**src/rtl/varint_decoder.sv**
```systemverilog
// varint_decoder
//   Streaming unsigned LEB128 (protobuf varint) decoder. It pops encoded bytes
//   from a byte FIFO and accumulates the 7-bit groups LSB-first. A byte with
//   bit 7 clear ends the value, and the 32-bit result is then pushed into a
//   word FIFO.
//
//   Optional feature macro: VARINT_DEC_OVERFLOW_CHECK_EN
//     When defined, a value that does not fit in 32 bits sets the sticky
//     varint_err flag. Its remaining bytes are drained and it is not pushed.
//     When undefined, excess bits are truncated, varint_err is tied to 0, and
//     the DRAIN state does not exist.
//
// Ports:
//   clk                    clock, all state on rising edge
//   reset                  synchronous, active-high
//   varint_in_fifo_empty   byte FIFO empty
//   varint_in_fifo_pop     pop one byte; data valid on varint_data_in next cycle
//   varint_in_index_pop    companion index FIFO pop, mirrors varint_in_fifo_pop
//   varint_data_in         encoded byte, bit 7 = continuation
//   varint_out_fifo_full   word FIFO full
//   varint_out_fifo_clr    clear word FIFO
//   varint_out_index_clr   clear companion index FIFO
//   varint_out_fifo_push   push varint_data_out
//   varint_out_index_push  mirrors varint_out_fifo_push
//   varint_data_out        decoded value (the accumulator register)
//   varint_err             sticky overflow flag, cleared only by reset
module varint_decoder (
    input  logic        clk,
    input  logic        reset,
    input  logic        varint_in_fifo_empty,
    output logic        varint_in_fifo_pop,
    output logic        varint_in_index_pop,
    input  logic [7:0]  varint_data_in,
    input  logic        varint_out_fifo_full,
    output logic        varint_out_fifo_clr,
    output logic        varint_out_index_clr,
    output logic        varint_out_fifo_push,
    output logic        varint_out_index_push,
    output logic [31:0] varint_data_out,
    output logic        varint_err
);

`ifdef VARINT_DEC_OVERFLOW_CHECK_EN
    typedef enum logic [4:0] {
        StInit  = 5'b00001,
        StFetch = 5'b00010,
        StLoad  = 5'b00100,
        StEmit  = 5'b01000,
        StDrain = 5'b10000
    } state_t;
`else
    typedef enum logic [3:0] {
        StInit  = 4'b0001,
        StFetch = 4'b0010,
        StLoad  = 4'b0100,
        StEmit  = 4'b1000
    } state_t;
`endif

    state_t      state;
    logic [31:0] acc;
    logic [2:0]  idx;
    logic [31:0] group_shifted;
    logic        fetching;

`ifdef VARINT_DEC_OVERFLOW_CHECK_EN
    logic draining;  // the byte in LOAD belongs to an overflowed value
    logic err_q;
    logic overflow;

    // The fifth group only has room for bits [3:0]. A continuation bit there
    // also means the value has more than 32 bits.
    always_comb overflow = (idx == 3'd4) && (varint_data_in[7] || (|varint_data_in[6:4]));
    always_comb fetching = (state == StFetch) || (state == StDrain);
    assign varint_err = err_q;
`else
    always_comb fetching = (state == StFetch);
    assign varint_err = 1'b0;
`endif

    // Bits shifted past bit 31 fall off the 32-bit result.
    always_comb group_shifted = 32'(varint_data_in[6:0]) << (5'(idx) * 5'd7);

    always_ff @(posedge clk) begin
        if (reset) begin
            state <= StInit;
            acc   <= '0;
            idx   <= '0;
`ifdef VARINT_DEC_OVERFLOW_CHECK_EN
            draining <= 1'b0;
            err_q    <= 1'b0;
`endif
        end else begin
            case (state)
                StInit: begin
                    acc   <= '0;
                    idx   <= '0;
                    state <= StFetch;
                end
                StFetch: begin
                    if (!varint_in_fifo_empty) state <= StLoad;
                end
                StLoad: begin
`ifdef VARINT_DEC_OVERFLOW_CHECK_EN
                    if (draining) begin
                        if (!varint_data_in[7]) begin
                            draining <= 1'b0;
                            state    <= StFetch;
                        end else begin
                            state <= StDrain;
                        end
                    end else if (overflow) begin
                        err_q    <= 1'b1;
                        acc      <= '0;
                        idx      <= '0;
                        draining <= varint_data_in[7];
                        state    <= varint_data_in[7] ? StDrain : StFetch;
                    end else begin
`else
                    begin
`endif
                        // Once five groups are in, further groups are dropped.
                        if (idx < 3'd5) begin
                            acc <= acc | group_shifted;
                            idx <= idx + 3'd1;
                        end
                        state <= varint_data_in[7] ? StFetch : StEmit;
                    end
                end
                StEmit: begin
                    if (!varint_out_fifo_full) begin
                        acc   <= '0;
                        idx   <= '0;
                        state <= StFetch;
                    end
                end
`ifdef VARINT_DEC_OVERFLOW_CHECK_EN
                StDrain: begin
                    if (!varint_in_fifo_empty) state <= StLoad;
                end
`endif
                default: state <= StInit;
            endcase
        end
    end

    always_comb begin
        varint_in_fifo_pop    = fetching && !varint_in_fifo_empty;
        varint_in_index_pop   = varint_in_fifo_pop;
        varint_out_fifo_clr   = (state == StInit);
        varint_out_index_clr  = varint_out_fifo_clr;
        varint_out_fifo_push  = (state == StEmit) && !varint_out_fifo_full;
        varint_out_index_push = varint_out_fifo_push;
        varint_data_out       = acc;
    end

endmodule
```
**config.mk**
```make
export PLATFORM = sky130hd
export DESIGN_NAME = varint_decoder
export DESIGN_NICKNAME = d
export VERILOG_FILES = /design/src/rtl/varint_decoder.sv
export SDC_FILE = /design/constraint.sdc
export NUM_CORES = 1
export LEC_CHECK = 0
export CAP_MARGIN = 25
export CORE_MARGIN = 2
export CORE_UTILIZATION = 40
export DETAILED_ROUTE_END_ITERATION = 7
export PLACE_DENSITY_LB_ADDON = 0.25
export SLEW_MARGIN = 25
export SYNTH_ARGS = -nofsm -noshare
export SYNTH_HDL_FRONTEND = slang
export SYNTH_SLANG_ARGS = --single-unit
```
**constraint.sdc**
```tcl
create_clock -name clk -period 3.4 [get_ports clk]
set_input_delay 0.51 -clock clk [delete_from_list [all_inputs] [get_ports clk]]
set_output_delay 0.51 -clock clk [all_outputs]
set_load 0.01 [all_outputs]
```
==> results.cfg <==
[status]
status = finished, final reports clean

[placement]
place_congestion = 0.974
pre_cts_slack_ps = 508
hpwl_um = 4110
portBuffers = 49

[power]
leakagePower_nw = 0.927
ir_drop_mv = 0.225
internal-power_mw = 0.699
power_frac_comb = 0.207
pwr-share-clk = 0.305
switchingPower_mw = 0.293
p_sw_frac = 0.296
seqPwrFrac = 0.488
cellPowerDensity_nw_per_um2 = 363

[drt]
drtIter0Drc = 201
detail_route.wl_per_cell_um = 14.9
routed_via_density = 5.31
dr.pass1.iters = 4
routed_wirelength_um = 5290
postRouteAntennaNets = 0
post-route-drc-count = 0
dr_total_vias = 1890

[yosys]
synth_top_family_by_area = compound AO/OA/AOI/OAI gates
synthAdderAreaFrac = 0.0428
synth-main-ff-cell = dfxtp_1
synthesis.area_um2 = 2110
synth_edf_count = 0
ys_seq_area_frac = 0.371
synth_xor_xnor_area_share = 0.0208
ys_warn_count = 0
synth_mux_area_frac = 0.0552
synth_area_per_cell_um2 = 8.82
syn_inst = 239
async_reset_ff_frac = 0
ys_ff_latch = 39
synth_cell_types = 55
synth-simple-area-share = 0.211
synth_compound_area_frac = 0.238
synth_nets = 257

[die]
die_h_um = 76.6
die_w_um = 76.6
coreArea_um2 = 5110
die_area_um2 = 5860
ios = 51
rows = 26
initial_core_util = 0.413

[hold_path]
hp-start = varint_data_out[13]
hold_end = varint_data_out[13]
hold_class = flop to flop
min_path_cells = 2

[cells_and_area]
diodes = 0
drive_above_1_share = 0.101
syn_to_final_growth_pct = 29.6
num-fill-cells = 494
nets = 303

[critical_path]
ff2ff_path_depth = 10
r2r-end = varint_data_out[21]
worst_ep_arrival_time_ps = 3120
required_ps = 3610
start_kind = flop
reg2reg_setup_slack_ps = 500
end_kind = flop
critical_path.max_fanout = 8
critPathKind = flop to flop
r2r_start = idx[1]

[timing]
rsz0062_at_grt = no
slew_headroom = 0.522
fmax_mhz = 344
period_share = 0.854
fin_ws_ps = 496
setup_tns_ps = 0
finalSetupViolCount = 0
clock_skew_ps = 8.34
worst_slew_pin_slew_ps = 717
min_period_ps = 2900
finalHoldViolCount = 0
drv_slew = 0

[clocking]
cts_tree = done
cts_setup_buffers = 0
clk_latency_ps = 290
cts_hold_buf = 0
clkSinkCount = 39
cts_root_buf = clkbuf_8
cts_buffers = 5
cts_max_path_buffers = 2
htreeDepth = 2
ctsResizeCount = 0
clkTransAtPathRegs_ps = 70

[global_routing]
grt_overflow = 0
grt_pass1_vias = 1710
antenna_found_initial = 0
globalRouteTotalUtil = 0.187
grt_first_pass_wirelength_um = 8850
grt_max_degree = 22

[flow_run]
maxCapViolCount = 0
## stage by stage
| step | power [mW] | utilization | cell area [µm²] | std cells | hold slack (ps) |
|---|---|---|---|---|---|
| after detailed placement | 0.699 | 0.518 | 2650 | 348 | 443 |
| after floorplan | 0.619 | - | 2110 | 239 | 478 |
| after CTS | 1.00 | 0.535 | 2730 | 356 | 462 |
| final | 0.992 | 0.535 | 2730 | 356 | 457 |
| after global placement | 0.698 | 0.518 | 2650 | 348 | 440 |
| after global routing | 1.04 | 0.535 | 2730 | 356 | 487 |
## per-layer routing
layer | routed length, µm | share of wire | up-vias | track usage
met1 | 2710 | 0.51 | 861 | 0.296
met4 | 51 | 0.0096 | 0 | 0.0491
met3 | 377 | 0.071 | 6 | 0.0308
met2 | 2160 | 0.41 | 71 | 0.260
li1 | - | - | 952 | -
met5 | 0 | 0 | - | 0
## logic make-up (layout without fill, tap and decap cells)
family	count (synthesis)	after routing
and+or+nand+nor	75	75
xor gates and xnor gates	5	5
AOI/OAI and AO/OA	74	74
other	1	1
muxes	11	11
DFF	39	39
adders and majority gates	6	6
buffers and inverters	28	75
## worst max path at each step
stage | start | to | slack, ps | depth (start not counted)
5_1_grt | idx[1] | varint_data_out[21] | 290 | 10
4_1_cts | idx[0] | varint_data_out[21] | 500 | 10
2_1_floorplan | idx[0] | varint_data_out[19] | 580 | 11
3_5_place_dp | idx[0] | varint_data_out[21] | 510 | 10
6_report | idx[1] | varint_data_out[21] | 500 | 10
3_3_place_gp | idx[0] | varint_data_out[21] | 580 | 10
## worst max-delay path: stages (launching register included)
cell,delay [ps]
dfxtp_1,370
inv_1,90
fa_1,550
inv_1,50
ha_1,160
inv_1,60
fa_1,540
buf_4,230
nor4_2,480
a21oi_1,120
o22ai_1,170
## placed cells by master, fill, tap and decap left out, types with 2 or more instances in the layout
master,n
nand3b_1,4
nor2b_1,2
o21a_1,4
o21bai_1,2
o211ai_1,3
nand2_1,16
o22ai_1,8
o21ai_0,11
mux2_2,5
and2_1,2
o31ai_1,2
mux2i_1,6
nand3_1,7
xnor2_1,3
nor3_1,6
a32o_1,4
o31a_1,3
dfxtp_1,39
a31oi_1,4
clkbuf_8,5
or2_2,2
a21oi_1,19
fa_1,2
buf_4,5
xor2_1,2
nor2_1,20
nor2_4,2
inv_1,13
nand2b_1,3
a22o_1,4
ha_1,4
clkdlybuf4s50_1,49
## registers in the layout (all words and copies together) (netlist names)
name and count:
state 4, idx 3, varint_data_out 32
## cells in the mapped netlist, types with 5 or more instances
| master | number | area [µm²] |
|---|---|---|
| dfxtp_1 | 39 | 781 |
| nor2_1 | 20 | 75.1 |
| a21oi_1 | 19 | 95.1 |
| nand2_1 | 16 | 60.1 |
| inv_1 | 13 | 48.8 |
| o21ai_0 | 11 | 55.1 |
| o22ai_1 | 8 | 50.1 |
| nand3_1 | 7 | 35.0 |
| mux2i_1 | 6 | 60.1 |
| nor3_1 | 6 | 30.0 |
| buf_2 | 5 | 25.0 |
| clkbuf_1 | 5 | 18.8 |
| mux2_2 | 5 | 56.3 |
## power by group through the flow
| stage | registers, mW | logic (mW) | clock network, mW |
|---|---|---|---|
| after floorplan | 0.497 | 0.122 | 0 |
| after global placement | 0.494 | 0.204 | 0 |
| after detailed placement | 0.494 | 0.205 | 0 |
| after CTS | 0.484 | 0.206 | 0.311 |
| after global routing | 0.487 | 0.224 | 0.329 |
| final | 0.484 | 0.206 | 0.303 |
## cell type report
type	count	area [µm²]	share of cell area
multi-input cells	172	1200	0.440
flip-flops and latches	39	781	0.286
repair buffers	54	528	0.193
well taps	70	87.6	0.0321
clock buffers	6	72.6	0.0266
inverters	13	48.8	0.0179
clock inverters	2	12.5	0.00458
(Power assumes the default switching activity.)
